==> src/rtl/down_cntr_timer_if.sv <==
// Control/status bundle for the down-counter timer.
// master drives load/enable/mode, slave (the timer) returns count, tc and busy.
interface down_cntr_timer_if #(
   parameter int COUNT_WIDTH = 4
);
   logic                   en;
   logic                   load;
   logic [COUNT_WIDTH-1:0] load_val;
   logic                   mode;
   logic [COUNT_WIDTH-1:0] count;
   logic                   tc;
   logic                   busy;

   modport master (
      output en,
      output load,
      output load_val,
      output mode,
      input  count,
      input  tc,
      input  busy
   );

   modport slave (
      input  en,
      input  load,
      input  load_val,
      input  mode,
      output count,
      output tc,
      output busy
   );
endinterface

==> src/rtl/down_cntr_timer.sv <==
// Loadable down-counter with one-clock terminal-count pulse, one-shot or periodic reload.
// All outputs registered, one clock after the causing edge; no backpressure, en only gates decrement.
module down_cntr_timer #(
   parameter int COUNT_WIDTH = 4
) (
   input  logic               clk,
   input  logic               rst,
   down_cntr_timer_if.slave   bus
);

   typedef enum logic [1:0] {
      IDLE = 2'd0,
      RUN  = 2'd1,
      DONE = 2'd2
   } state_t;

   state_t                 state_q, state_d;
   logic [COUNT_WIDTH-1:0] count_q, count_d;
   logic [COUNT_WIDTH-1:0] reload_q, reload_d;
   logic                   tc_q, tc_d;
   logic                   busy_q, busy_d;

   localparam logic [COUNT_WIDTH-1:0] CNT_ZERO = '0;
   localparam logic [COUNT_WIDTH-1:0] CNT_ONE  = {{(COUNT_WIDTH-1){1'b0}}, 1'b1};

   always_comb begin
      state_d  = state_q;
      count_d  = count_q;
      reload_d = reload_q;
      tc_d     = 1'b0;

      if (bus.load) begin
         // A load always wins over a terminal event in the same cycle.
         count_d  = bus.load_val;
         reload_d = bus.load_val;
         state_d  = (bus.load_val != CNT_ZERO) ? RUN : IDLE;
      end else if (state_q == RUN && bus.en) begin
         if (count_q == CNT_ONE) begin
            tc_d = 1'b1;
            if (bus.mode) begin
               count_d = reload_q;
            end else begin
               count_d = CNT_ZERO;
               state_d = DONE;
            end
         end else begin
            count_d = count_q - CNT_ONE;
         end
      end

      busy_d = (state_d == RUN);
   end

   always_ff @(posedge clk) begin
      if (rst) begin
         state_q  <= IDLE;
         count_q  <= '0;
         reload_q <= '0;
         tc_q     <= 1'b0;
         busy_q   <= 1'b0;
      end else begin
         state_q  <= state_d;
         count_q  <= count_d;
         reload_q <= reload_d;
         tc_q     <= tc_d;
         busy_q   <= busy_d;
      end
   end

   assign bus.count = count_q;
   assign bus.tc    = tc_q;
   assign bus.busy  = busy_q;

endmodule

==> src/flat_wrapper.sv <==
// flat-port wrapper written by rule: the top's interface ports become plain ports
module down_cntr_timer_flat 
#(
   parameter int COUNT_WIDTH = 4
)
  (clk, rst, bus_en, bus_load, bus_load_val, bus_mode, bus_count, bus_tc, bus_busy);
  down_cntr_timer_if #(.COUNT_WIDTH(COUNT_WIDTH)) bus_i ();
  input  logic clk;
  input  logic rst;
  input wire logic [$bits(bus_i.en)-1:0] bus_en;
  input wire logic [$bits(bus_i.load)-1:0] bus_load;
  input wire logic [$bits(bus_i.load_val)-1:0] bus_load_val;
  input wire logic [$bits(bus_i.mode)-1:0] bus_mode;
  output wire logic [$bits(bus_i.count)-1:0] bus_count;
  output wire logic [$bits(bus_i.tc)-1:0] bus_tc;
  output wire logic [$bits(bus_i.busy)-1:0] bus_busy;
  assign bus_i.en = bus_en;
  assign bus_i.load = bus_load;
  assign bus_i.load_val = bus_load_val;
  assign bus_i.mode = bus_mode;
  assign bus_count = bus_i.count;
  assign bus_tc = bus_i.tc;
  assign bus_busy = bus_i.busy;
  down_cntr_timer #(.COUNT_WIDTH(COUNT_WIDTH)) u_core (.clk(clk), .rst(rst), .bus(bus_i));
endmodule
==> config.mk <==
export PLATFORM = sky130hd
export DESIGN_NAME = down_cntr_timer_flat
export DESIGN_NICKNAME = d
export VERILOG_FILES = /design/src/rtl/down_cntr_timer_if.sv /design/src/rtl/down_cntr_timer.sv /design/src/flat_wrapper.sv
export SDC_FILE = /design/constraint.sdc
export NUM_CORES = 1
export LEC_CHECK = 0
export BUFFER_PORTS_ARGS = -buffer_cell sky130_fd_sc_hd__buf_2
export CAP_MARGIN = 20
export CORE_AREA = 2 2 39 41
export CTS_BUF_LIST = sky130_fd_sc_hd__clkbuf_4
export DETAILED_ROUTE_END_ITERATION = 10
export DIE_AREA = 0 0 41 43
export PLACE_DENSITY = 0.71
export SETUP_SLACK_MARGIN = 0.5
export SYNTH_ARGS = -nofsm -noshare
export SYNTH_HDL_FRONTEND = slang
export SYNTH_SLANG_ARGS = --single-unit
==> constraint.sdc <==
create_clock -name clk -period 1.5 [get_ports clk]
set_clock_uncertainty 0.15 [all_clocks]
set_input_delay 0.225 -clock clk [delete_from_list [all_inputs] [get_ports clk]]
set_output_delay 0.225 -clock clk [all_outputs]
set_load 0.02 [all_outputs]
# --- Yosys cells after proc, flatten, opt, wreduce, memory -nomap -nowiden ---
# Index checks and enable logic that the tools add are counted.
# Widths: inputs -> output; s select.
classes:
  addsub: 1
  eq_ne: 3
  n_mux: 10
  n_bitwise: 1
  reduce_logical: 4
op_table:
  columns: ["operator", "n"]
  rows:
  - ["$mux 4", 4]
  - ["$mux 2", 4]
  - ["$eq 2x1->1 const B", 2]
  - ["$eq 4x1->1 const B", 1]
  - ["$reduce_bool 4->1", 1]
  - ["$sub 4x1->4 const B", 1]
  - ["$reduce_or 3->1", 1]
  - ["$mux 1", 2]
  - ["$reduce_bool 2->1", 1]
  - ["$logic_and 1x1->1", 1]
  - ["$not 1->1", 1]
totals:
  ff_bits: 12

# --- Depth between registers and ports, before layout ---
logic_depth:
  depth_word: 5
  ltp_mapped: 6

# --- Least setup slack after synthesis ---
# OpenSTA, ideal clock, no wires.
synth_timing:
  path_type: "register to register"
  start: "register u_core.count_q[1] (netlist: u_core.bus.count[1])"
  end: "register u_core.count_q[1] (netlist: u_core.bus.count[1])"
  setup_time_ps: 71
  arrival_ps: 1535
  path_slack_ps: -256
  stages_incl_launch_ff: 7
  path_buffers: 0
  period_less_slack_ps: 1756
  path_cell_list: "dfxtp_1 > inv_1 > ha_1 > nor3b_2 > or2_2 > a31o_2 > a21oi_1"
synth_via:
  elab_chain_cells: 4
  word_cells_on_any_way: 5
synth_rtl:
  columns: ["item", "line_no", "text"]
  rows:
  - ["from (decl)", "down_cntr_timer.sv:18", "logic [COUNT_WIDTH-1:0] count_q, count_d;"]
  - ["from (signal assigned)", "down_cntr_timer.sv:63", "count_q <= count_d;"]
  - ["$sub 4x1->4 / $eq 4x1->1 (equally long branches)", "down_cntr_timer.sv:47, down_cntr_timer.sv:38", null]
  - ["$mux 4 (*)", "down_cntr_timer.sv:38", "if (count_q == CNT_ONE) begin"]
  - ["$mux 4 (*)", "down_cntr_timer.sv:37", "end else if (state_q == RUN && bus.en) begin"]
  - ["$mux 4 (*)", "down_cntr_timer.sv:32", "if (bus.load) begin"]
# Every way passes the cells marked *; elsewhere a longest branch is shown, timed or not. The select of a mux whose other input is x is not followed.
# A chain may end at the register's enable or synchronous reset.

# --- Worst setup path in the final report ---
# Same ends and word-level chain as after synthesis.

==> results.ini <==
[clock_tree]
clk_pin_slew_worst_paths_ns=0.07
clock_latency_ns=0.28
cts_root_buf=clkbuf_4
clock_sinks=12
clock_path_buffers=2
cts_tree=done
cts_buffers=3
h-tree-depth=1

[global_route]
grt_max_degree=12
antenna_found_initial=0
grt_overflow=0
grt_usage=0.195
grt_first_pass_wirelength_mm=2.24
grt_pass1_vias=535

[pwr]
switchingPower_mw=0.218
powerDensity_mw_per_mm2=877
swShare=0.284
pwr-share-comb=0.234
peakVddDrop_mv=0.526
p_int_mw=0.551
power_mw=0.769
power_frac_seq=0.465
pwr-share-clk=0.301
total_leakage_power_nw=0.360

[cells_and_area]
n_antenna_cell=0
drive_gt1_frac=0.511
fin_nets=104
regArea_um2=258
syn_to_final_growth_pct=49.1
post-route-util=0.634
final_cells=108
final_cell_area_um2=877
multi_input_area_um2=384
nFillCells=123

[logic_synthesis]
yosysTopAreaCellShare=0.409
avgSynthCellArea_um2=8.40
synth_top_cell_by_area=dfxtp_1
ys_types=27
async_flop_share=0
syn-instance-count=70
ys.warnings.count=0
synth_sequential_area_ratio=0.409
synthFlopType=dfxtp_1
ys_seq_elements=12
synth_edf_count=0
synthTopCellsByArea=dfxtp_1, a21oi_1, ha_1
syn_area_um2=588
postSynthNetCount=81

[critical_path]
worstSetupPathType=reg -> reg
crit_path_max_fanout=6
worstPathArrival_ns=1.64
startpoint=u_core.bus.count[1]$_SDFFE_PP0P_
end_kind=register
startpoint_type=register
r2r_setup_slack_ns=-0.07
worstReg2RegEnd=u_core.bus.count[1]$_SDFFE_PP0P_
rr_startpoint=u_core.bus.count[1]$_SDFFE_PP0P_
critPathRequiredTime_ns=1.57
r2r_cells=6

[detailed_routing]
drt_iter0_drc=9
num_vias=591
wl_mm=1.44
drt-met1-wl_um=606
top_layer=met4
avgViaCountPerCell=5.47
wl_met2_um=733
ant_nets=0
met3WireLength_um=56
routedWlPerCell_um=13.3
route.detailed.drc=0
drt_first_pass_iters=4

[hold_path]
hold_path_depth=3
min_to=u_core.reload_q[2]$_SDFFE_PP0P_
worstHoldStart=bus_load_val[2]
min_path_type=in -> reg

[run]
drv_cap=0

[sta]
finalCriticalPeriod_ns=1.57
finalHoldViolations=0
fin_crit_sh=1.04
fmax_mhz=638
setup_viol=5
fin_ws_ns=-0.0672
finalSetupTns_ns=-0.235
worst_slew_pin_slew_ns=0.314
maxSlewViolCount=0
rsz0062_at_grt=true
whs_ns=0.0520
slew_headroom=0.790

[floorplan]
dieArea_mm2=0.00176
dieWidth_um=41
die_h_um=43
num_rows=14
core-area_mm2=0.00138
initial_core_util=0.425
io_pins=15

[placed_design]
place_hpwl_um=972
dpl.cell_count=101
finalWeightedCongestion=0.764
postPlaceCellArea_um2=726
port_buffers=14
dp_slack_ns=-0.0663

[run_status]
violations=negative setup slack
status=finished with violations

## power groups by stage
stage,clock (mW),combinational (mW),sequential (mW)
after floorplan,0,0.0780,0.372
after global placement,0,0.136,0.361
after detailed placement,0,0.137,0.361
after CTS,0.235,0.164,0.356
after global routing,0.252,0.196,0.360
final,0.231,0.180,0.358
## registers in the layout, indices dropped and copies added (netlist names)
name	cells
u_core.bus.busy	1
u_core.bus.count	4
u_core.reload_q	4
u_core.bus.tc	1
u_core.state_q	2
## synth_stat cells, types with 2 or more instances
library cell,n
a21oi_1,9
a31o_2,2
clkbuf_1,2
dfxtp_1,12
ha_1,2
inv_1,5
mux2i_1,2
nand2_1,6
nand3_1,3
nor2_1,4
nor3_1,4
o21ai_0,4
## cells by family (layout without fill, tap and decap cells)
group | Yosys count | after routing | synth area share
buffers and inverters | 8 | 30 | 0.0532
adders and majority gates | 2 | 2 | 0.0425
muxes | 2 | 2 | 0.0340
and+or+nand+nor | 25 | 25 | 0.236
DFF | 12 | 12 | 0.409
AOI/OAI and AO/OA | 21 | 21 | 0.226
## cell usage in the layout, fill, tap and decap left out, drive strengths merged
| cell | n |
|---|---|
| a211oi | 1 |
| ha | 2 |
| or3 | 1 |
| nor3 | 4 |
| o31ai | 1 |
| and3b | 1 |
| a21o | 1 |
| a41oi | 1 |
| a31o | 2 |
| nand2b | 1 |
| or3b | 1 |
| dfxtp | 12 |
| a21oi | 9 |
| o21a | 1 |
| buf | 21 |
| and4b | 1 |
| nor2 | 4 |
| inv | 5 |
| clkbuf | 4 |
| or2 | 1 |
| a31oi | 1 |
| o21ai | 4 |
| nand3 | 3 |
| nand2 | 6 |
| nand3b | 1 |
| nor3b | 1 |
| mux2i | 2 |
## timing repair
item / 4_1_cts / 5_1_grt
hold buffers: 0 / 0
pin swaps: 10 / 5
endpoints found under the setup margin: 14 / 14
setup buffers: 2 / 1
resized for setup: 22 / 7
## worst max path at each step
stage | depth (start not counted) | endpoint
5_1_grt | 6 | u_core.bus.count[1]$_SDFFE_PP0P_
4_1_cts | 6 | u_core.bus.count[2]$_SDFFE_PP0P_
3_3_place_gp | 6 | u_core.bus.count[0]$_SDFFE_PP0P_
6_report | 6 | u_core.bus.count[1]$_SDFFE_PP0P_
2_1_floorplan | 6 | u_core.bus.count[1]$_SDFFE_PP0P_
3_5_place_dp | 6 | u_core.bus.count[1]$_SDFFE_PP0P_
## routing by layer
layer | track usage | vias to the layer above
li1 | - | 299
met1 | 0.224 | 274
met2 | 0.303 | 13
met3 | 0.0366 | 5
met4 | 0.140 | 0
met5 | 0 | -
## critical path, cell delays in order (launching register included)
cell and delay, ns:
dfxtp_4 0.36, inv_4 0.06, ha_4 0.14, nor3b_4 0.31, nand3_1 0.15, a31o_2 0.23, a21oi_2 0.10
## final cells by class
| class | count | area share |
|---|---|---|
| tap | 16 | 0.0228 |
| multi-input combinational | 50 | 0.438 |
| sequential | 12 | 0.294 |
| inverter | 5 | 0.0243 |
| timing repair buffer | 21 | 0.187 |
| clock buffer | 4 | 0.0342 |
Note: power is estimated with default switching activity, not from simulation.
